<file path="src/rtl/usb_cdc_tx_arb.sv">
// Round-robin, frame-atomic arbiter sharing the USB CDC TX FIFO write port among NREQ
// byte-stream requesters. A grant ends on last, after MAX_BURST bytes, or on stall timeout.
module usb_cdc_tx_arb #(
  parameter int unsigned NREQ      = 2,
  parameter int unsigned MAX_BURST = 8,
  parameter int unsigned TIMEOUT   = 255,
  parameter int unsigned MIN_SPACE = 1
) (
  input  logic              clk,
  input  logic              rst,
  input  logic [NREQ-1:0]   req_valid,
  input  logic [8*NREQ-1:0] req_data,
  input  logic [NREQ-1:0]   req_last,
  output logic [NREQ-1:0]   req_ready,
  output logic              tx_fifo_wr,
  output logic [7:0]        tx_fifo_wdata,
  input  logic              tx_fifo_full,
  input  logic [3:0]        tx_fifo_level,
  output logic [NREQ-1:0]   grant_o,
  output logic              abort_o,
  output logic              busy_o
);

  localparam int unsigned PW = $clog2(NREQ);

  typedef enum logic {StIdle, StGrant} state_e;

  state_e          r_state, w_state_nxt;
  logic [PW-1:0]   r_owner, w_owner_nxt;
  logic [PW-1:0]   r_rr_ptr, w_rr_nxt;
  logic [7:0]      r_burst_cnt, w_burst_nxt;
  logic [7:0]      r_to_cnt, w_to_nxt;
  logic [PW-1:0]   w_pick;
  logic [4:0]      w_free;
  logic [7:0]      w_sel_data;
  logic            w_accept;
  logic            w_release;

  // Level wraps to 0 when full, so the full flag must override it.
  assign w_free = tx_fifo_full ? 5'd0 : 5'd16 - {1'b0, tx_fifo_level};

  // First valid requester at or after rr_ptr; smallest offset is written last and wins.
  always_comb begin
    int idx;
    w_pick = r_rr_ptr;
    idx    = 0;
    for (int i = int'(NREQ) - 1; i >= 0; i--) begin
      idx = int'(r_rr_ptr) + i;
      if (idx >= int'(NREQ)) idx = idx - int'(NREQ);
      if (req_valid[idx]) w_pick = PW'(idx);
    end
  end

  always_comb begin
    w_sel_data = 8'd0;
    for (int i = 0; i < int'(NREQ); i++) begin
      if (r_owner == PW'(i)) w_sel_data = req_data[8*i +: 8];
    end
  end

  always_comb begin
    w_state_nxt   = r_state;
    w_owner_nxt   = r_owner;
    w_rr_nxt      = r_rr_ptr;
    w_burst_nxt   = r_burst_cnt;
    w_to_nxt      = r_to_cnt;
    w_accept      = 1'b0;
    w_release     = 1'b0;
    req_ready     = '0;
    tx_fifo_wr    = 1'b0;
    tx_fifo_wdata = 8'd0;
    grant_o       = '0;
    abort_o       = 1'b0;
    busy_o        = 1'b0;

    unique case (r_state)
      StIdle: begin
        if ((|req_valid) && (w_free >= 5'(MIN_SPACE))) begin
          w_state_nxt = StGrant;
          w_owner_nxt = w_pick;
        end
      end
      StGrant: begin
        busy_o             = 1'b1;
        grant_o[r_owner]   = 1'b1;
        req_ready[r_owner] = ~tx_fifo_full;
        w_accept           = req_valid[r_owner] & ~tx_fifo_full;
        tx_fifo_wr         = w_accept;
        tx_fifo_wdata      = w_sel_data;
        if (w_accept) begin
          w_burst_nxt = r_burst_cnt + 8'd1;
          w_to_nxt    = 8'd0;
          if (req_last[r_owner] || (r_burst_cnt + 8'd1 == 8'(MAX_BURST))) w_release = 1'b1;
        end else if (r_to_cnt + 8'd1 == 8'(TIMEOUT)) begin
          w_release = 1'b1;
          abort_o   = 1'b1;
        end else begin
          w_to_nxt = r_to_cnt + 8'd1;
        end
        if (w_release) begin
          w_state_nxt = StIdle;
          w_rr_nxt    = (r_owner == PW'(NREQ - 1)) ? '0 : r_owner + PW'(1);
          w_burst_nxt = 8'd0;
          w_to_nxt    = 8'd0;
        end
      end
      default: w_state_nxt = StIdle;
    endcase
  end

  always_ff @(posedge clk) begin
    if (rst) begin
      r_state     <= StIdle;
      r_owner     <= '0;
      r_rr_ptr    <= '0;
      r_burst_cnt <= 8'd0;
      r_to_cnt    <= 8'd0;
    end else begin
      r_state     <= w_state_nxt;
      r_owner     <= w_owner_nxt;
      r_rr_ptr    <= w_rr_nxt;
      r_burst_cnt <= w_burst_nxt;
      r_to_cnt    <= w_to_nxt;
    end
  end

endmodule

</file>
<file path="config.mk">
export PLATFORM = sky130hd
export DESIGN_NAME = usb_cdc_tx_arb
export DESIGN_NICKNAME = d
export VERILOG_FILES = /design/src/rtl/usb_cdc_tx_arb.sv
export SDC_FILE = /design/constraint.sdc
export NUM_CORES = 1
export LEC_CHECK = 0
export BUFFER_PORTS_ARGS = -buffer_cell sky130_fd_sc_hd__buf_4
export CAP_MARGIN = 20
export CORE_MARGIN = 2
export CORE_UTILIZATION = 40
export DETAILED_ROUTE_END_ITERATION = 12
export HOLD_SLACK_MARGIN = 0.08
export PLACE_DENSITY = 0.75
export SLEW_MARGIN = 25
export SYNTH_ARGS = -nofsm -noshare
export SYNTH_HDL_FRONTEND = slang
export SYNTH_SLANG_ARGS = --single-unit
export TNS_END_PERCENT = 20
</file>
<file path="constraint.sdc">
create_clock -name clk -period 3.4 [get_ports clk]
set_input_delay 0.34 -clock clk [delete_from_list [all_inputs] [get_ports clk]]
set_output_delay 0.34 -clock clk [all_outputs]
set_load 0.02 [all_outputs]
</file>
==> run_summary.xml <==
<?xml version="1.0" encoding="UTF-8"?>
<metrics>
  <group name="status">
    <metric name="run_status" unit="">completed</metric>
  </group>
  <group name="synthesis">
    <metric name="synth-async-reset-ratio" unit="%">0</metric>
    <metric name="yosys-top-cells-area" unit="">dfxtp_1 26%, mux2i_1 6.8%, nor2_1 5.6%, nand3_1 4.4%, ha_1 4.3%</metric>
    <metric name="yosysSeqAreaShare" unit="%">26.0</metric>
    <metric name="synth_cell_types" unit="">57</metric>
    <metric name="flip_flop_and_latch_count_after_synthesis" unit="">19</metric>
    <metric name="synth-edff-count" unit="">0</metric>
    <metric name="synth_top_area_share" unit="%">26.0</metric>
    <metric name="yosysMostFrequentCell" unit="">nor2_1</metric>
    <metric name="synth.cell_area" unit="um2">1460</metric>
    <metric name="synth.net_count" unit="">215</metric>
    <metric name="top_ff_cell_synth" unit="">dfxtp_1</metric>
    <metric name="avgSynthCellArea" unit="um2">7.99</metric>
    <metric name="syn-instance-count" unit="">183</metric>
    <metric name="synth_common_cells" unit="">22 x nor2_1, 19 x dfxtp_1, 13 x inv_1, 13 x nand3_1</metric>
    <metric name="synth.yosys.warnings" unit="">0</metric>
    <metric name="yosys.area.top_type" unit="">dfxtp_1</metric>
  </group>
  <group name="route">
    <metric name="routed_wire_length_per_instance" unit="um">13.1</metric>
    <metric name="drc_errors" unit="">0</metric>
    <metric name="num_vias" unit="">1414</metric>
    <metric name="first_pass_iters" unit="">4</metric>
    <metric name="drt_first_iter_violations" unit="">115</metric>
    <metric name="ant_nets" unit="">0</metric>
    <metric name="finalWirelength" unit="um">3470</metric>
    <metric name="post_drt_via_cell_ratio" unit="">5.34</metric>
  </group>
  <group name="clock_tree">
    <metric name="worst_skew_pair.late_latency" unit="ns">0.30</metric>
    <metric name="ctsLongestPathBuffers" unit="">2</metric>
    <metric name="cts.clk_slew.worst_paths" unit="ns">0.11</metric>
    <metric name="ctsRootBufferMaster" unit="">clkbuf_4</metric>
    <metric name="numClockSinks" unit="">19</metric>
    <metric name="tritoncts_clock_tree" unit="">done</metric>
    <metric name="htreeDepth" unit="">1</metric>
    <metric name="post_cts_setup_driven_buffer_insertion_count" unit="">0</metric>
    <metric name="hold_buffers" unit="">0</metric>
    <metric name="ctsResizeCount" unit="">0</metric>
    <metric name="numCtsBuffers" unit="">3</metric>
  </group>
  <group name="placement">
    <metric name="dp_worst_setup_slack" unit="ns">1.18</metric>
    <metric name="post_dp_cell_area" unit="um2">1780</metric>
    <metric name="gp_congestion" unit="">0.817</metric>
    <metric name="numPortBuffers" unit="">41</metric>
    <metric name="dp_hpwl" unit="um">2620</metric>
  </group>
  <group name="power_and_ir_drop">
    <metric name="power_density" unit="nW/um2">260</metric>
    <metric name="internal_power_consumption" unit="uW">328</metric>
    <metric name="p_sw" unit="uW">141</metric>
    <metric name="vdd_ir_drop_max" unit="V">0.000234</metric>
    <metric name="clockPowerShare" unit="%">25.2</metric>
    <metric name="cellLeakagePower" unit="uW">0.000744</metric>
    <metric name="power.share.switching" unit="%">30.0</metric>
    <metric name="sequential_cell_fraction_of_total_power" unit="%">49.9</metric>
    <metric name="combPwrFrac" unit="%">24.8</metric>
  </group>
  <group name="critical_path">
    <metric name="path_class" unit="">reg2out</metric>
    <metric name="path_max_fanout" unit="">12</metric>
    <metric name="cp_data_required_time" unit="ns">3.06</metric>
    <metric name="crit_arrival" unit="ns">2.26</metric>
    <metric name="critical_path.endpoint_type" unit="">output pin</metric>
    <metric name="timing.critical_path.from_type" unit="">register</metric>
  </group>
  <group name="timing">
    <metric name="layout_setup_ws" unit="ns">0.803</metric>
    <metric name="timing.final.setup_violations" unit="">0</metric>
    <metric name="final-hold-violation-count" unit="">0</metric>
    <metric name="slew_headroom" unit="%">68.1</metric>
    <metric name="setup-tns-final" unit="ns">0</metric>
    <metric name="worst_pin_slew" unit="ns">0.475</metric>
    <metric name="worst_clock_skew" unit="ns">0.00402</metric>
    <metric name="achievable-frequency" unit="MHz">385</metric>
    <metric name="rsz0062_at_grt" unit="">false</metric>
    <metric name="slew_violations" unit="">0</metric>
    <metric name="timing.final.crit_share" unit="%">76.4</metric>
    <metric name="finalWorstPathRequiredPeriod" unit="ns">2.60</metric>
  </group>
  <group name="global_route">
    <metric name="grt-ovfl-total" unit="">0</metric>
    <metric name="grt_max_degree" unit="">24</metric>
    <metric name="grt_util_all_layers" unit="%">18.1</metric>
    <metric name="antenna_found_initial" unit="">0</metric>
    <metric name="grt_pass1_vias" unit="">1356</metric>
    <metric name="grt_pass1_wl" unit="um">6070</metric>
  </group>
  <group name="floorplanning">
    <metric name="die_h" unit="um">64.5</metric>
    <metric name="initial_utilization" unit="%">42.8</metric>
    <metric name="core_area" unit="um2">3420</metric>
    <metric name="dieArea" unit="um2">4160</metric>
    <metric name="placement_rows" unit="">21</metric>
    <metric name="ioPinCount" unit="">42</metric>
    <metric name="chipWidth" unit="um">64.5</metric>
  </group>
  <group name="run">
    <metric name="number_of_maximum_capacitance_constraint_violations" unit="">0</metric>
  </group>
  <group name="final_layout">
    <metric name="area.growth.synth_to_final" unit="%">23.2</metric>
    <metric name="final_area" unit="um2">1800</metric>
    <metric name="layout.filler_cells" unit="">343</metric>
    <metric name="nNetsFinal" unit="">252</metric>
    <metric name="diodes" unit="">0</metric>
    <metric name="share_of_final_layout_standard_cells_stronger_than_drive_strength_1" unit="%">28.3</metric>
  </group>
  <group name="worst_hold_path">
    <metric name="hold_class" unit="">in2reg</metric>
  </group>
</metrics>
state kept, by name, indices dropped and copies added, names as in the netlist:
signal       count
r_burst_cnt      8
r_to_cnt         8
r_owner          1
r_rr_ptr         1
r_state          1
power groups by stage:
stage / Combinational, uW / Clock, uW / Sequential (uW)
2_1_floorplan: 69.9 / 0 / 236
6_report: 116 / 118 / 234
4_1_cts: 118 / 123 / 234
5_1_grt: 128 / 132 / 235
3_3_place_gp: 116 / 0 / 239
3_5_place_dp: 117 / 0 / 239
worst max-delay path, cell delays in order, from the launching register on:
cell and delay [ns]:
dfxtp_1 0.46, nand3_2 0.14, or3_1 0.38, a22oi_1 0.22
nand3_1 0.39, nor2_1 0.21, buf_4 0.16
worst paths after layout:
kind                  start             end  slack (ns)  depth (start not counted)
max             r_to_cnt[1]         abort_o        0.80                          6
max reg2reg  r_burst_cnt[0]  r_burst_cnt[2]        1.16                          7
min                     rst        r_rr_ptr        0.37                          2
min reg2reg     r_to_cnt[7]     r_to_cnt[7]        0.51                          2
cells in the final DEF (no fill, tap or decap), types with 4 or more instances in the layout:
| cell | n |
|---|---|
| nand2_1 | 10 |
| o21ai_0 | 4 |
| nor3_1 | 4 |
| buf_4 | 42 |
| inv_1 | 13 |
| mux2i_1 | 10 |
| ha_1 | 5 |
| nor2_1 | 22 |
| nand3_1 | 13 |
| a21boi_0 | 5 |
| dfxtp_1 | 19 |
| and3_2 | 4 |
| o32ai_1 | 6 |
stage by stage:
stage / util, % / power, uW / hold slack (ns) / instances
floorplan: - / 306 / 0.462 / 183
global placement: 52.0 / 355 / 0.486 / 261
detailed placement: 52.0 / 356 / 0.497 / 261
CTS: 52.7 / 474 / 0.365 / 265
global route: 52.7 / 496 / 0.377 / 265
finish: 52.7 / 468 / 0.368 / 265
metal layers:
metal,global-route usage (%),vias up,routed length (um)
li1,-,738,-
met1,24.9,631,1610
met2,27.7,38,1630
met3,3.99,7,177
met4,6.65,0,44
met5,0,-,0
cell type report:
| type | count | area [um2] | share of cell area (%) |
|---|---|---|---|
| multi-input cells | 139 | 966 | 53.6 |
| clock buffers | 4 | 26.3 | 1.46 |
| repair buffers | 42 | 315 | 17.5 |
| well taps | 46 | 57.6 | 3.19 |
| flip-flops and latches | 19 | 380 | 21.1 |
| inverters | 15 | 56.3 | 3.12 |
kinds of logic (layout without fill, tap and decap cells):
group | count (synthesis) | in the layout | share of synthesized area, %
AND/OR/NAND/NOR | 73 | 73 | 26.2
AO/OA/AOI/OAI | 45 | 45 | 25.1
buffers and inverters | 25 | 61 | 7.96
flip-flops | 19 | 19 | 26.0
multiplexers | 10 | 10 | 6.84
adder cells (fa/ha/maj) | 6 | 6 | 4.96
XOR/XNOR | 5 | 5 | 2.99
No activity file was read; power rests on OpenSTA's default activity.
